File: src/rtl/imem_loader_if.sv
// -----------------------------------------------------------------------------
// imem_loader_if
// Bundles the byte-stream handshake and the instruction RAM write port of the
// instruction memory loader.
//   in_valid / in_data / in_ready : byte link, host side drives valid/data
//   wr_en / wr_addr / wr_data     : single-cycle instruction RAM write
//   wr_pc                         : byte address of the written word (trace)
// Modports:
//   master : host/debug link side (sources bytes, observes RAM writes)
//   slave  : the loader itself
// -----------------------------------------------------------------------------
interface imem_loader_if #(
   parameter int ADDR_W = 12
) ();
   logic              in_valid;
   logic [7:0]        in_data;
   logic              in_ready;
   logic              wr_en;
   logic [ADDR_W-1:0] wr_addr;
   logic [31:0]       wr_data;
   logic [31:0]       wr_pc;

   modport master (
      output in_valid,
      output in_data,
      input  in_ready,
      input  wr_en,
      input  wr_addr,
      input  wr_data,
      input  wr_pc
   );

   modport slave (
      input  in_valid,
      input  in_data,
      output in_ready,
      output wr_en,
      output wr_addr,
      output wr_data,
      output wr_pc
   );
endinterface

File: src/rtl/imem_loader.sv
// -----------------------------------------------------------------------------
// imem_loader
// Streams bytes from the host/debug link into the instruction RAM. A session
// is a 4-byte big-endian word count N followed by N big-endian data words;
// each completed data word is written to RAM at word index 0, 1, ... N-1.
//
// Ports:
//   clk, rst_n : rising-edge clock, asynchronous active-low reset
//   start      : one-cycle pulse, begins a session from IDLE/DONE/ERR
//   bus        : imem_loader_if.slave (byte link + RAM write port)
//   busy       : session in progress
//   done       : session finished successfully (sticky until start/reset)
//   error      : session aborted (sticky until start/reset)
//
// Optional feature: define IMEM_LOADER_CHECKSUM_EN to append a 4-byte
// checksum after the data words. It must equal the XOR of all data words,
// otherwise the session ends in ERR (the words stay written).
// -----------------------------------------------------------------------------
module imem_loader #(
   parameter int          DEPTH  = 4096,
   parameter int          ADDR_W = 12,
   parameter logic [31:0] BASE   = 32'h0000_3000
) (
   input  logic            clk,
   input  logic            rst_n,
   input  logic            start,
   imem_loader_if.slave    bus,
   output logic            busy,
   output logic            done,
   output logic            error
);

   // Counters are one bit wider than the address so N == DEPTH is representable.
   localparam int          CNT_W   = ADDR_W + 1;
   localparam logic [31:0] DEPTH_W = 32'(DEPTH);

   typedef enum logic [2:0] {
      ST_IDLE = 3'd0,
      ST_HDR  = 3'd1,
      ST_DATA = 3'd2,
`ifdef IMEM_LOADER_CHECKSUM_EN
      ST_CSUM = 3'd3,
`endif
      ST_DONE = 3'd4,
      ST_ERR  = 3'd5
   } state_t;

   state_t            state_r;
   state_t            state_nx_s;

   logic [1:0]        byte_cnt_r;
   logic [23:0]       shift_r;      // first three bytes of the word in flight
   logic [CNT_W-1:0]  count_r;      // N from the header
   logic [CNT_W-1:0]  idx_r;        // index of the next data word
   logic [CNT_W-1:0]  idx_inc_s;

   logic              in_ready_r;
   logic              wr_en_r;
   logic [ADDR_W-1:0] wr_addr_r;
   logic [31:0]       wr_data_r;
   logic [31:0]       wr_pc_r;
   logic              busy_r;
   logic              done_r;
   logic              error_r;

   logic              accept_s;
   logic              word_done_s;
   logic              start_ok_s;
   logic              hdr_bad_s;
   logic              last_word_s;
   logic              write_s;
   logic              active_nx_s;
   logic [31:0]       word_s;

`ifdef IMEM_LOADER_CHECKSUM_EN
   logic [31:0]       acc_r;        // running XOR of the data words
   logic              csum_ok_s;
`endif

   // The word being completed combines the buffered bytes with the live byte.
   assign accept_s    = bus.in_valid & in_ready_r;
   assign word_s      = {shift_r, bus.in_data};
   assign word_done_s = accept_s & (byte_cnt_r == 2'd3);
   assign start_ok_s  = start & ((state_r == ST_IDLE) | (state_r == ST_DONE) | (state_r == ST_ERR));
   assign hdr_bad_s   = (word_s == 32'd0) | (word_s > DEPTH_W);
   assign idx_inc_s   = idx_r + CNT_W'(1);
   assign last_word_s = (idx_inc_s == count_r);
   assign write_s     = word_done_s & (state_r == ST_DATA);
   assign active_nx_s = (state_nx_s == ST_HDR) | (state_nx_s == ST_DATA)
`ifdef IMEM_LOADER_CHECKSUM_EN
                      | (state_nx_s == ST_CSUM)
`endif
                      ;

`ifdef IMEM_LOADER_CHECKSUM_EN
   assign csum_ok_s = (word_s == acc_r);
`endif

   // State register.
   always_ff @(posedge clk or negedge rst_n) begin
      if (!rst_n) begin
         state_r <= ST_IDLE;
      end else begin
         state_r <= state_nx_s;
      end
   end

   // Next-state decode; a new header is only accepted from a quiescent state.
   always_comb begin
      state_nx_s = state_r;
      case (state_r)
         ST_IDLE, ST_DONE, ST_ERR: begin
            if (start) begin
               state_nx_s = ST_HDR;
            end else begin
               state_nx_s = state_r;
            end
         end
         ST_HDR: begin
            if (word_done_s) begin
               if (hdr_bad_s) begin
                  state_nx_s = ST_ERR;
               end else begin
                  state_nx_s = ST_DATA;
               end
            end else begin
               state_nx_s = ST_HDR;
            end
         end
         ST_DATA: begin
            if (word_done_s && last_word_s) begin
`ifdef IMEM_LOADER_CHECKSUM_EN
               state_nx_s = ST_CSUM;
`else
               state_nx_s = ST_DONE;
`endif
            end else begin
               state_nx_s = ST_DATA;
            end
         end
`ifdef IMEM_LOADER_CHECKSUM_EN
         ST_CSUM: begin
            if (word_done_s) begin
               if (csum_ok_s) begin
                  state_nx_s = ST_DONE;
               end else begin
                  state_nx_s = ST_ERR;
               end
            end else begin
               state_nx_s = ST_CSUM;
            end
         end
`endif
         default: begin
            state_nx_s = ST_IDLE;
         end
      endcase
   end

   // Byte assembly, header capture and word index.
   always_ff @(posedge clk or negedge rst_n) begin
      if (!rst_n) begin
         byte_cnt_r <= 2'd0;
         shift_r    <= 24'd0;
         count_r    <= '0;
         idx_r      <= '0;
      end else if (start_ok_s) begin
         byte_cnt_r <= 2'd0;
         idx_r      <= '0;
      end else if (accept_s) begin
         byte_cnt_r <= byte_cnt_r + 2'd1;
         shift_r    <= {shift_r[15:0], bus.in_data};
         if (word_done_s && (state_r == ST_HDR) && !hdr_bad_s) begin
            count_r <= word_s[CNT_W-1:0];
            idx_r   <= '0;
         end
         // The index parks at N-1 after the last word; it never wraps.
         if (write_s && !last_word_s) begin
            idx_r <= idx_inc_s;
         end
      end
   end

`ifdef IMEM_LOADER_CHECKSUM_EN
   // XOR accumulator over the data words of the current session.
   always_ff @(posedge clk or negedge rst_n) begin
      if (!rst_n) begin
         acc_r <= 32'd0;
      end else if (start_ok_s) begin
         acc_r <= 32'd0;
      end else if (write_s) begin
         acc_r <= acc_r ^ word_s;
      end
   end
`endif

   // Registered outputs, derived from the next state so they line up with it.
   always_ff @(posedge clk or negedge rst_n) begin
      if (!rst_n) begin
         in_ready_r <= 1'b0;
         wr_en_r    <= 1'b0;
         wr_addr_r  <= '0;
         wr_data_r  <= 32'd0;
         wr_pc_r    <= BASE;
         busy_r     <= 1'b0;
         done_r     <= 1'b0;
         error_r    <= 1'b0;
      end else begin
         in_ready_r <= active_nx_s;
         busy_r     <= active_nx_s;
         done_r     <= (state_nx_s == ST_DONE);
         error_r    <= (state_nx_s == ST_ERR);
         wr_en_r    <= write_s;
         if (write_s) begin
            wr_addr_r <= idx_r[ADDR_W-1:0];
            wr_data_r <= word_s;
            wr_pc_r   <= BASE + 32'({idx_r[ADDR_W-1:0], 2'b00});
         end
      end
   end

   assign bus.in_ready = in_ready_r;
   assign bus.wr_en    = wr_en_r;
   assign bus.wr_addr  = wr_addr_r;
   assign bus.wr_data  = wr_data_r;
   assign bus.wr_pc    = wr_pc_r;
   assign busy         = busy_r;
   assign done         = done_r;
   assign error        = error_r;

endmodule

File: src/flat_wrapper.sv
// flat-port wrapper written by rule: the top's interface ports become plain ports
module imem_loader_flat 
#(
   parameter int          DEPTH  = 4096,
   parameter int          ADDR_W = 12,
   parameter logic [31:0] BASE   = 32'h0000_3000
)
  (clk, rst_n, start, busy, done, error, bus_in_valid, bus_in_data, bus_in_ready, bus_wr_en, bus_wr_addr, bus_wr_data, bus_wr_pc);
  imem_loader_if #(.ADDR_W(ADDR_W)) bus_i ();
  input  logic clk;
  input  logic rst_n;
  input  logic start;
  output logic busy;
  output logic done;
  output logic error;
  input wire logic [$bits(bus_i.in_valid)-1:0] bus_in_valid;
  input wire logic [$bits(bus_i.in_data)-1:0] bus_in_data;
  output wire logic [$bits(bus_i.in_ready)-1:0] bus_in_ready;
  output wire logic [$bits(bus_i.wr_en)-1:0] bus_wr_en;
  output wire logic [$bits(bus_i.wr_addr)-1:0] bus_wr_addr;
  output wire logic [$bits(bus_i.wr_data)-1:0] bus_wr_data;
  output wire logic [$bits(bus_i.wr_pc)-1:0] bus_wr_pc;
  assign bus_i.in_valid = bus_in_valid;
  assign bus_i.in_data = bus_in_data;
  assign bus_in_ready = bus_i.in_ready;
  assign bus_wr_en = bus_i.wr_en;
  assign bus_wr_addr = bus_i.wr_addr;
  assign bus_wr_data = bus_i.wr_data;
  assign bus_wr_pc = bus_i.wr_pc;
  imem_loader #(.DEPTH(DEPTH), .ADDR_W(ADDR_W), .BASE(BASE)) u_core (.clk(clk), .rst_n(rst_n), .start(start), .bus(bus_i), .busy(busy), .done(done), .error(error));
endmodule
File: config.mk
export PLATFORM = sky130hd
export DESIGN_NAME = imem_loader_flat
export DESIGN_NICKNAME = d
export VERILOG_FILES = /design/src/rtl/imem_loader_if.sv /design/src/rtl/imem_loader.sv /design/src/flat_wrapper.sv
export SDC_FILE = /design/constraint.sdc
export NUM_CORES = 1
export LEC_CHECK = 0
export CORE_MARGIN = 2
export CORE_UTILIZATION = 50
export DETAILED_ROUTE_END_ITERATION = 6
export MAX_ROUTING_LAYER = met4
export PLACE_DENSITY = 0.77
export SLEW_MARGIN = 10
export SYNTH_ARGS = -nofsm -noshare
export SYNTH_HDL_FRONTEND = slang
export SYNTH_SLANG_ARGS = --single-unit
File: constraint.sdc
create_clock -name clk -period 5.9 [get_ports clk]
set_input_delay 1.77 -clock clk [delete_from_list [all_inputs] [get_ports clk]]
set_output_delay 1.77 -clock clk [all_outputs]
set_load 0.02 [all_outputs]
Yosys cells after proc, flatten, opt, wreduce, memory -nomap -nowiden
Cells that the tools add are included.
{"block": "op_classes", "n_addsub": 3, "order_cmp": 1, "n_eq_ne": 10, "muxes": 11, "n_bitwise": 9, "reduce_logical": 14}
{"op": "$mux W13", "count": 4}
{"op": "$gt A32 B13 Y1 const B", "count": 1}
{"op": "$logic_not A32 Y1", "count": 1}
{"op": "$add A14 B14 Y15 const A", "count": 1}
{"op": "$add A13 B1 Y13 const B", "count": 1}
{"op": "$eq A13 B13 Y1", "count": 1}
{"op": "$eq A3 B3 Y1 const B", "count": 4}
{"op": "$mux W3", "count": 4}
{"op": "$pmux W3 S3", "count": 1}
{"op": "$eq A3 B1 Y1 const B", "count": 2}
{"op": "$eq A3 B2 Y1 const B", "count": 2}
{"op": "$and A1 B1 Y1", "count": 4}
{"op": "$logic_and A1 B1 Y1", "count": 4}
{"op": "$mux W2", "count": 2}
{"op": "$or A1 B1 Y1", "count": 4}
{"op": "$reduce_and A2 Y1", "count": 2}
{"op": "$logic_not A3 Y1", "count": 1}
{"op": "$reduce_and A3 Y1", "count": 1}
{"op": "$reduce_bool A3 Y1", "count": 1}
{"op": "$reduce_or A3 Y1", "count": 1}
{"op": "$add A2 B1 Y2 const B", "count": 1}
{"op": "$eq A2 B2 Y1 const B", "count": 1}
{"op": "$logic_not A1 Y1", "count": 2}
{"op": "$reduce_bool A2 Y1", "count": 1}
{"op": "$not A1 Y1", "count": 1}
{"block": "totals", "ff_bits": 135, "inputBits": 12, "out_inout_bits": 81, "wordCells": 60}

Longest topological paths before layout
{"block": "logic_depth", "word_depth": 8, "ltp_mapped": 11, "ltp_nobuf": 8}

Worst setup path after synthesis
Ideal clock, no wire load.
{"block": "synth_path", "kind": "input -> register", "from": "input bus_in_data[0]", "to": "register u_core.count_r[10]", "setup_time_ns": 0.125, "arrival_time_ns": 3.174, "required_ns": 5.775, "slack_ns": 2.602, "path_stages": 6, "n_path_buf": 1, "cell_sequence": "nor4_1 -> nand3_1 -> xor2_1 -> nand3_1 -> clkbuf_1 -> mux2_2"}
{"block": "synth_via", "elab_chain_len": 5, "word_cells_on_any_way": 6, "classes_between": "order compare (1); bitwise (1); reduce/logical (4)"}
{"element": "start, declared", "line_no": "flat_wrapper.sv:17", "text": "input wire logic [$bits(bus_i.in_data)-1:0] bus_in_data;"}
{"element": "$gt A32 B13 Y1 / $logic_not A32 Y1 (equally long branches)", "line_no": "imem_loader.sv:85", "text": "assign hdr_bad_s = (word_s == 32'd0) | (word_s > DEPTH_W);"}
{"element": "$or A1 B1 Y1 (*)", "line_no": "imem_loader.sv:85"}
{"element": "$logic_not A1 Y1 (*)", "line_no": "imem_loader.sv:173", "text": "if (word_done_s && (state_r == ST_HDR) && !hdr_bad_s) begin"}
{"element": "$logic_and A1 B1 Y1 (*)", "line_no": "imem_loader.sv:173"}
{"element": "$reduce_and A3 Y1 (no line) (*)"}
{"element": "end signal, assigned", "line_no": "imem_loader.sv:174", "text": "count_r <= word_s[CNT_W-1:0];"}
{"element": "end, declared", "line_no": "imem_loader.sv:53", "text": "logic [CNT_W-1:0] count_r;"}
Mark *: on every way between the ends. The rest lies on a longest branch, timed or not.
A chain may end at the register's enable or synchronous reset.

Worst setup path after layout
{"block": "layout_path", "from": "input bus_in_data[6]", "to": "register u_core.idx_r[0]"}
{"block": "layout_via", "elab_chain_len": 6, "word_cells_on_any_way": 7, "classes_between": "order compare (1); bitwise (1); reduce/logical (5)"}
{"element": "$gt A32 B13 Y1 / $logic_not A32 Y1 (equally long branches)", "line_no": "imem_loader.sv:85"}
{"element": "$or A1 B1 Y1 (*)", "line_no": "imem_loader.sv:85"}
{"element": "$logic_not A1 Y1 (*)", "line_no": "imem_loader.sv:173"}
{"element": "$logic_and A1 B1 Y1 (*)", "line_no": "imem_loader.sv:173"}
{"element": "$reduce_bool A3 Y1 (no line) (*)"}
{"element": "$reduce_and A2 Y1 (no line) (*)"}
{"element": "end signal, assigned", "line_no": "imem_loader.sv:179", "text": "idx_r <= idx_inc_s;"}
{"element": "end, declared", "line_no": "imem_loader.sv:54", "text": "logic [CNT_W-1:0] idx_r;"}
Marks and branches as above.

==> impl_metrics.tcl <==
set metrics [dict create \
    switching_power_w 0.000828 \
    start_util_pct 51.5 \
    via_per_inst 5.38 \
    fmax_mhz 235 \
    cp-end-kind "register" \
    rsz0062_at_grt "false" \
    pre_cts_slack_ns 1.27 \
    drt_iter0_markers 208 \
    maxCapViolCount 0 \
    ys_types 53 \
    yosys.area.top_type_share_pct 51.4 \
    rows 36 \
    dr.pass1.iters 4 \
    synth_seq_cells 106 \
    cts.clk_slew.worst_paths_ns 0.10 \
    syn_area_sq_um 5060 \
    cp_data_arrival_time_ns 4.55 \
    grt_util_met3_pct 2.81 \
    wire_per_inst_microns 15.7 \
    post_cts_buffers 0 \
    grt_pass1_vias 3701 \
    synth-edff-count 0 \
    hold_buffers 0 \
    synth_top_cell_by_area "dfrtp_1" \
    final_layout_size_suffix_gt1_share_pct 12.4 \
    cts_tree "built" \
    antenna_found_initial 0 \
    p_sw_share_pct 35.5 \
    yosys_warnings 0 \
    cts.sinks 106 \
    p_per_area_nw_per_um2 398 \
    synth.avg_cell_area_sq_um 10.0 \
    power.total_w 0.00234 \
    coreArea_sq_um 9820 \
    cp-start-kind "input port" \
    grt_max_degree 68 \
    vdd_drop_max_mv 0.274 \
    worst_slack_ns 1.64 \
    tns_ns 0 \
    combPwrFrac_pct 33.2 \
    path_cells "clkdlybuf4s50_1 -> nor4_1 -> nand3_1 -> xor2_1 -> nand3_1 -> nand2b_1 -> a21oi_1 -> mux2_2" \
    async_flop_share_pct 100 \
    cts-resized-gates 0 \
    gp_congestion 0.924 \
    synth_top_cells_by_count "nand2_1 (140), dfrtp_1 (104), mux2_2 (38)" \
    leakagePower_nw 2.79 \
    worstPathRequired_ns 6.19 \
    critPathKind "input port to register" \
    slew_headroom_pct 19.1 \
    wl_mm 10.8 \
    period_share_pct 72.2 \
    setup_viol 0 \
    clockBufferDepth 2 \
    cts-root-buf "clkbuf_8" \
    grt_pass1_wl_mm 18.2 \
    crit_family "simple AND/OR/NAND/NOR gates" \
    worstSkewPairLatency_ns 0.36 \
    grtUsageMet1_pct 28.2 \
    met2_usage_pct 34.1 \
    yosys.cell_count.top_type "nand2_1" \
    critical-path-slowest-cell "a21oi_1" \
    cp_num_buf_inv 1 \
    max_slew.worst_pin.slew_ns 1.21 \
    synthTopCellsByArea "dfrtp_1 (51%), nand2_1 (10%), mux2_2 (8.5%), buf_4 (4.7%), nand3_1 (1.6%)" \
    io_pins 93 \
    ys_seq_area_share_pct 52.5 \
    syn2layout_area_growth_pct 16.1 \
    crit_top_cell "nand3_1" \
    drcViolationCount 0 \
    dieArea_sq_um 10900 \
    top_usage_layer "met2" \
    diodes 0 \
    finalHoldViolations 0 \
    cts_made_buffers 9 \
    internal-power_w 0.00151 \
    slowest_delay_ns 0.71 \
    die_h_microns 105 \
    synthCells 505 \
    die_x_microns 105 \
    sequentialPowerShare_pct 48.4 \
    synth_ff_type "dfrtp_1" \
    ant_nets 0 \
    io_buffers 73 \
    vias 3704 \
    nNetsFinal 567 \
    skew_ns 0.0185 \
    place_hpwl_mm 7.45 \
    grtUsageTotal_pct 21.2 \
    hp-class "register to register" \
    clkPwrFrac_pct 18.4 \
    gr-total-overflow 0 \
    htree_levels 3 \
    crit_fanout 15 \
    status "finished, final reports clean" \
    drv_slew 0 \
    period_needed_ns 4.26 \
]
[registers in the layout (all words and copies together), names as in the netlist]
| name | cells |
|---|---|
| u_core.idx_r | 13 |
| u_core.bus.wr_pc | 3 |
| u_core.shift_r | 24 |
| u_core.bus.in_ready | 1 |
| u_core.bus.wr_addr | 12 |
| u_core.bus.wr_en | 1 |
| u_core.count_r | 13 |
| u_core.error | 1 |
| u_core.bus.wr_data | 32 |
| u_core.state_r | 3 |
| u_core.byte_cnt_r | 2 |
| u_core.done | 1 |
[layout make-up]
| class | count | area (sq um) |
|---|---|---|
| fill | 856 | 3950 |
| clock buffer | 10 | 138 |
| tap | 133 | 166 |
| inverter | 8 | 30.0 |
| sequential | 106 | 2660 |
| timing repair buffer | 76 | 751 |
| clock inverter | 6 | 53.8 |
| multi-input combinational | 350 | 2080 |
[power groups by stage]
| stage | registers [W] | clock network [W] | logic (W) |
|---|---|---|---|
| floorplan | 0.00124 | 0 | 0.000320 |
| global placement | 0.00113 | 0 | 0.000761 |
| detailed placement | 0.00114 | 0 | 0.000782 |
| CTS | 0.00113 | 0.000440 | 0.000787 |
| global route | 0.00116 | 0.000467 | 0.000841 |
| finish | 0.00113 | 0.000429 | 0.000776 |
[kinds of logic after synthesis]
family,count (synthesis),share of synthesized area [%]
AO/OA/AOI/OAI,52,7.52
XOR/XNOR,13,2.25
adder cells (fa/ha/maj),4,0.989
buffers and inverters,67,7.89
flip-flops,106,52.5
multiplexers,38,8.46
other,1,0.0741
AND/OR/NAND/NOR,224,20.3
[per-stage QoR]
step           hold slack [ns]  std cells  instance area [sq um]  util [%]
2_1_floorplan            0.457        523                   5130         -
3_3_place_gp             0.461        673                   5680      57.9
3_5_place_dp             0.461        673                   5680      57.9
4_1_cts                  0.487        689                   5870      59.8
5_1_grt                  0.505        689                   5870      59.8
6_report                 0.484        689                   5870      59.8
[layout by cell type, fill, tap and decap left out, drive strengths merged, types with 12 or more instances in the layout]
master,instances
nor4,12
nand3,17
inv,12
mux2,38
o21ai,12
nor2,15
conb,19
dfrtp,104
nand2,140
clkdlybuf4s50,72
[worst paths after layout]
check / cells after the start / startpoint / endpoint / slack, ns
max in group asynchronous: 2 / rst_n / u_core.count_r[2]$_DFFE_PN0P_ / 3.36
min: 2 / u_core.bus.wr_pc[13]$_DFFE_PN1P_ / u_core.bus.wr_pc[13]$_DFFE_PN1P_ / 0.48
min reg2reg: 2 / u_core.bus.wr_pc[13]$_DFFE_PN1P_ / u_core.bus.wr_pc[13]$_DFFE_PN1P_ / 0.48
max reg2reg: 7 / u_core.shift_r[9]$_DFFE_PN0P_ / u_core.idx_r[4]$_DFFE_PN0P_ / 2.64
min in group asynchronous: 1 / rst_n / u_core.bus.wr_data[30]$_DFFE_PN0P_ / 1.50
max: 8 / bus_in_data[6] / u_core.idx_r[0]$_DFFE_PN0P_ / 1.64
[routing by layer]
layer	vias up	routed length, microns
li1	1763	-
met1	1815	4990
met2	116	5170
met3	10	511
met4	0	133
met5	-	0
[worst reg2reg max path, stage by stage (launching register included)]
cell and delay [ns]:
dfrtp_1 0.43, nor4_1 0.31, nand4_1 0.15, nor4_1 0.57, nand3_1 0.70, nand2b_1 0.33
a21oi_1 0.22, a221o_1 0.43
(Power assumes the default switching activity.)
